**src/rtl/piso_frame_transmitter_pkg.sv**
```systemverilog
// Shared definitions for the serial transmit blocks.
//   tx_state_t  : frame FSM state encoding (IDLE, START, DATA, STOP)
//   clog2_min1  : ceiling log2 that never returns less than 1, so a counter
//                 sized from a parameter always has at least one bit
package piso_frame_transmitter_pkg;

  typedef enum logic [1:0] {
    ST_IDLE  = 2'd0,
    ST_START = 2'd1,
    ST_DATA  = 2'd2,
    ST_STOP  = 2'd3
  } tx_state_t;

  function automatic int clog2_min1(input int n);
    return (n <= 2) ? 1 : $clog2(n);
  endfunction

endpackage

```
**src/rtl/piso_frame_transmitter_bit_timer.sv**
```systemverilog
// Bit-period timer for the frame transmitter.
//   clk     : clock, rising edge
//   rst     : asynchronous active-high reset
//   run     : count while high; the count is held at 0 while low
//   bit_end : high in the last clock of each BIT_CYCLES-long bit period
module piso_frame_transmitter_bit_timer
  import piso_frame_transmitter_pkg::*;
#(
  parameter int BIT_CYCLES = 1
) (
  input  logic clk,
  input  logic rst,
  input  logic run,
  output logic bit_end
);

  localparam int CW = clog2_min1(BIT_CYCLES);
  localparam logic [CW-1:0] LAST_CYC = CW'(BIT_CYCLES - 1);

  logic [CW-1:0] cyc_cnt;

  always_ff @(posedge clk or posedge rst) begin
    if (rst) begin
      cyc_cnt <= '0;
    end else if (!run || cyc_cnt == LAST_CYC) begin
      cyc_cnt <= '0;
    end else begin
      cyc_cnt <= cyc_cnt + 1'b1;
    end
  end

  // With BIT_CYCLES=1 the count stays at 0, so every running clock is a bit end.
  assign bit_end = run && (cyc_cnt == LAST_CYC);

endmodule

```
**src/rtl/piso_frame_transmitter.sv**
```systemverilog
// Parallel-in/serial-out framed transmitter.
// Frame on TxOut: start bit (0), WIDTH data bits, stop bit (1); each bit is
// held for BIT_CYCLES clocks. The line idles high.
//   Clk       : clock, rising edge
//   Clr       : asynchronous active-high reset
//   Din       : word to transmit, captured on accept
//   LoadValid : producer offers Din
//   LoadReady : transmitter can accept (high only in IDLE)
//   TxOut     : serial line
//   TxActive  : high while a frame is in progress
//   Done      : one-cycle pulse in the first IDLE cycle after the stop bit
module piso_frame_transmitter
  import piso_frame_transmitter_pkg::*;
#(
  parameter int WIDTH      = 8,
  parameter int BIT_CYCLES = 1,
  parameter int LSB_FIRST  = 1
) (
  input  logic             Clk,
  input  logic             Clr,
  input  logic [WIDTH-1:0] Din,
  input  logic             LoadValid,
  output logic             LoadReady,
  output logic             TxOut,
  output logic             TxActive,
  output logic             Done
);

  localparam int IW = clog2_min1(WIDTH);
  localparam logic [IW-1:0] LAST_IDX = IW'(WIDTH - 1);

  tx_state_t        state;
  logic [WIDTH-1:0] sreg;
  logic [WIDTH-1:0] sreg_next;
  logic [IW-1:0]    bit_idx;
  logic             bit_end;
  logic             accept;

  // The bit that goes on the line next always sits at the outgoing end of sreg.
  function automatic logic lead_bit(input logic [WIDTH-1:0] v);
    return (LSB_FIRST != 0) ? v[0] : v[WIDTH-1];
  endfunction

  assign accept    = LoadValid && LoadReady;
  assign sreg_next = (LSB_FIRST != 0) ? (sreg >> 1) : (sreg << 1);

  // TxActive is exactly "state != IDLE", so it doubles as the timer enable;
  // the timer is therefore parked at 0 whenever a frame is accepted.
  piso_frame_transmitter_bit_timer #(
    .BIT_CYCLES(BIT_CYCLES)
  ) u_bit_timer (
    .clk     (Clk),
    .rst     (Clr),
    .run     (TxActive),
    .bit_end (bit_end)
  );

  always_ff @(posedge Clk or posedge Clr) begin
    if (Clr) begin
      state     <= ST_IDLE;
      sreg      <= '0;
      bit_idx   <= '0;
      TxOut     <= 1'b1;
      LoadReady <= 1'b1;
      TxActive  <= 1'b0;
      Done      <= 1'b0;
    end else begin
      Done <= 1'b0;
      case (state)
        ST_IDLE: begin
          if (accept) begin
            sreg      <= Din;
            bit_idx   <= '0;
            state     <= ST_START;
            TxOut     <= 1'b0;
            LoadReady <= 1'b0;
            TxActive  <= 1'b1;
          end
        end
        ST_START: begin
          if (bit_end) begin
            state <= ST_DATA;
            TxOut <= lead_bit(sreg);
          end
        end
        ST_DATA: begin
          if (bit_end) begin
            if (bit_idx == LAST_IDX) begin
              state <= ST_STOP;
              TxOut <= 1'b1;
            end else begin
              // Registered output: present the post-shift lead bit now.
              sreg    <= sreg_next;
              bit_idx <= bit_idx + 1'b1;
              TxOut   <= lead_bit(sreg_next);
            end
          end
        end
        ST_STOP: begin
          if (bit_end) begin
            state     <= ST_IDLE;
            TxOut     <= 1'b1;
            LoadReady <= 1'b1;
            TxActive  <= 1'b0;
            Done      <= 1'b1;
          end
        end
      endcase
    end
  end

endmodule

```
**config.mk**
```make
export PLATFORM = sky130hd
export DESIGN_NAME = piso_frame_transmitter
export DESIGN_NICKNAME = d
export VERILOG_FILES = /design/src/rtl/piso_frame_transmitter_pkg.sv /design/src/rtl/piso_frame_transmitter_bit_timer.sv /design/src/rtl/piso_frame_transmitter.sv
export SDC_FILE = /design/constraint.sdc
export NUM_CORES = 1
export LEC_CHECK = 0
export BUFFER_PORTS_ARGS = -buffer_cell sky130_fd_sc_hd__buf_2
export CORE_MARGIN = 2
export CORE_UTILIZATION = 39
export CTS_CLUSTER_SIZE = 10
export DETAILED_ROUTE_END_ITERATION = 16
export SETUP_SLACK_MARGIN = 0.2
export SLEW_MARGIN = 20
export SYNTH_ARGS = -nofsm -noshare
export SYNTH_HDL_FRONTEND = slang
export SYNTH_SLANG_ARGS = --single-unit
```
**constraint.sdc**
```tcl
create_clock -name Clk -period 4.8 [get_ports Clk]
set_input_delay 0.24 -clock Clk [delete_from_list [all_inputs] [get_ports Clk]]
set_output_delay 0.24 -clock Clk [all_outputs]
set_load 0.02 [all_outputs]
```
==> metrics.md <==
| Metric | Value |
|---|---|
| Clock Path Buffers | `2` |
| Critical Path AT | `2.15 ns` |
| Ant diodes | `0` |
| Relative slew slack | `55.0%` |
| Hold crit path type | `in2async` |
| RD Place Congestion | `0.714` |
| # clock sinks | `18` |
| WP buf/inv | `1` |
| Initial Util | `a little over two fifths` |
| Synth Area per Inst | `10.9 um^2` |
| CORE AREA | `2230 um^2` |
| Setup violations, final | `0` |
| Post-synthesis register bit count | `18` |
| Status | `complete, no violations` |
| Fin crit share | `41.1%` |
| Pwr per Cell Area | `228 nW/um^2` |
| DIE AREA | `2800 um^2` |
| Slowest CP cell | `ha_1` |
| Global-route wire length before repair | `2680 um` |
| Die Y | `52.9 um` |
| Syn_nets | `103` |
| Area growth, synth to finish | `11.5%` |
| GR Util All Layers | `13.5%` |
| Delay-heaviest family, CP | `adder cells` |
| Crit Path Max Fanout | `17` |
| Number of detailed-route iterations in the first pass | `4` |
| CP Capture Type | `flop` |
| CP required | `4.97 ns` |
| Post-route ant nets | `0` |
| Later-pin clock latency in the skew report | `approximately 0.28 ns` |
| RSZ-0062 raised after global routing | `false` |
| Vias per cell | `about 4.8` |
| Worst vdd ir | `0.000136 V` |
| Number of gates resized after cts | `0` |
| Crit path cell chain | `inv_1, ha_1, o21ai_0, and3_4, mux2_4` |
| Final #Nets | `119` |
| Initial DRC count | `2` |
| CTS buffer count | `3` |
| Kind of critical path | `reg2reg` |
| Max Slew Vio Count | `0` |
| Worst Tran Pin Value | `0.675 ns` |
| Clock skew | `0.00794 ns` |
| Vias in the first global route | `609` |
| Setup TNS | `0 ns` |
| Fill count | `approximately 240` |
| DRC Markers | `0` |
| Post-Synthesis Cells | `86` |
| Max_cap viols | `0` |
| Crit path time final | `1.97 ns` |
| GRT overflow | `0` |
| Seq/Total Area, Yosys | `48.5%` |
| DP HPWL | `1150 um` |
| Final Hold Viols | `0` |
| Setup WS pre-CTS | `2.80 ns` |
| Clock root buffer | `clkbuf_4` |
| CP Launch Type | `flop` |
| Netlist cell types | `25` |
| DRT Wirelength | `1490 um` |
| CTS tree | `done` |
| Reg clk slew, reported paths | `around 0.10 ns` |
| Crit-path max cell delay | `0.60 ns` |
| Largest net degree at the start of global routing | `23` |
| H-tree levels | `1` |
| Hold buffer count at cts | `0` |
| Leakage | `0.472 nW` |
| Inst Count DP | `125` |
| WHS | `0.0318 ns` |
| Die span in x | `52.9 um` |
| Syn. warnings | `0` |
| Fraction of layout cells with a size suffix above 1 | `25.7%` |
| # rows | `17` |
| Post-Syn Area | `just over 900 um^2` |
| Final WS setup | `2.83 ns` |
| Antenna violations before repair | `0` |
| Cell Count, Final, Fillers Out | `129` |
| Total number of vias | `616` |
| FMAX | `506 MHz` |
| Postcts setup bufs | `0` |
| Ports | `15` |
| IO buf count | `14` |
| Drt wl/cell | `11.5 um` |
worst paths after layout:
kind	from	endpoint	slack [ns]	cells after the start
max	state[0]	state[1]	2.83	5
min	Clr	sreg[5]	0.03	2
max reg2reg	state[0]	state[1]	2.83	5
min reg2reg	sreg[3]	sreg[3]	0.49	2
max in group asynchronous	Clr	sreg[0]	4.34	2
min in group Clk	Din[7]	sreg[7]	0.20	3
layout make-up:
cell class / count / area (um^2) / share of cell area [%]
multi-input cells: 60 / 438 / 42.1
well taps: 28 / 35.0 / 3.37
inverters: 5 / 18.8 / 1.80
clock buffers: 4 / 26.3 / 2.52
flip-flops and latches: 18 / 453 / 43.5
repair buffers: 14 / 70.1 / 6.73
metrics by stage:
stage	total power, mW	cell area (um^2)	utilization (%)
global placement	0.165	1010	45.4
detailed placement	0.165	1010	45.4
CTS	0.243	1040	46.6
floorplan	0.160	933	-
global route	0.249	1040	46.6
finish	0.237	1040	46.6
power breakdown:
part           internal [mW]  switching [mW]  total [mW]
registers              0.152        0.000174       0.152
logic                0.00428         0.00540     0.00968
clock network         0.0322          0.0429      0.0752
synth_stat cells:
cell / count / area share [%]
buf_2: 1 / 0.54
inv_1: 5 / 2.0
and4bb_4: 1 / 1.7
o21bai_4: 1 / 2.0
nand2b_1: 4 / 2.7
and3_4: 1 / 1.2
nand2_1: 15 / 6.0
nor2b_1: 1 / 0.67
a21boi_2: 1 / 1.2
buf_6: 1 / 1.2
dfrtp_1: 16 / 43
conb_1: 1 / 0.40
dfstp_2: 2 / 5.6
a21oi_1: 2 / 1.1
mux2i_1: 7 / 7.5
o21ai_1: 10 / 5.4
buf_4: 1 / 0.80
a22oi_1: 1 / 0.80
nor2_1: 1 / 0.40
o32a_1: 1 / 1.1
mux2_4: 2 / 3.2
o21ai_0: 3 / 1.6
ha_1: 6 / 8.0
a21oi_2: 1 / 0.94
a22o_1: 1 / 0.94
cell families (layout without fill, tap and decap cells):
logic type      count (synthesis)  in the layout  share of synthesized area, %
simple gates                   23             23                          12.7
mux                             9              9                          10.7
buf+inv                         8             23                          4.56
fa+ha+maj                       6              6                          8.04
other cells                     1              1                         0.402
flops                          18             18                          48.5
compound gates                 21             21                          15.0
state kept, by name, summed over array words and instances, names as in the netlist:
name                 count
Done                     1
LoadReady                1
TxActive                 1
TxOut                    1
bit_idx                  3
sreg                     8
state                    2
u_bit_timer.cyc_cnt      1
metal layers:
layer	GRT usage (%)	share of wire, %	up-vias
li1	-	-	327
met1	18.1	49	278
met2	20.6	47	9
met3	1.98	2.6	2
met4	7.69	1.2	0
met5	0	0	-
layout by cell type, fill, tap and decap left out, types with 2 or more instances in the layout:
master    Yosys  final
dfrtp_1      16     16
mux2i_1       7      7
o21ai_1      10     10
clkbuf_4      0      3
dfstp_2       2      2
a21oi_1       2      2
o21ai_0       3      3
ha_1          6      6
mux2_4        2      2
nand2_1      15     15
buf_2         1     14
nand2b_1      4      4
inv_1         5      5
No activity file was read; power rests on OpenSTA's default activity.
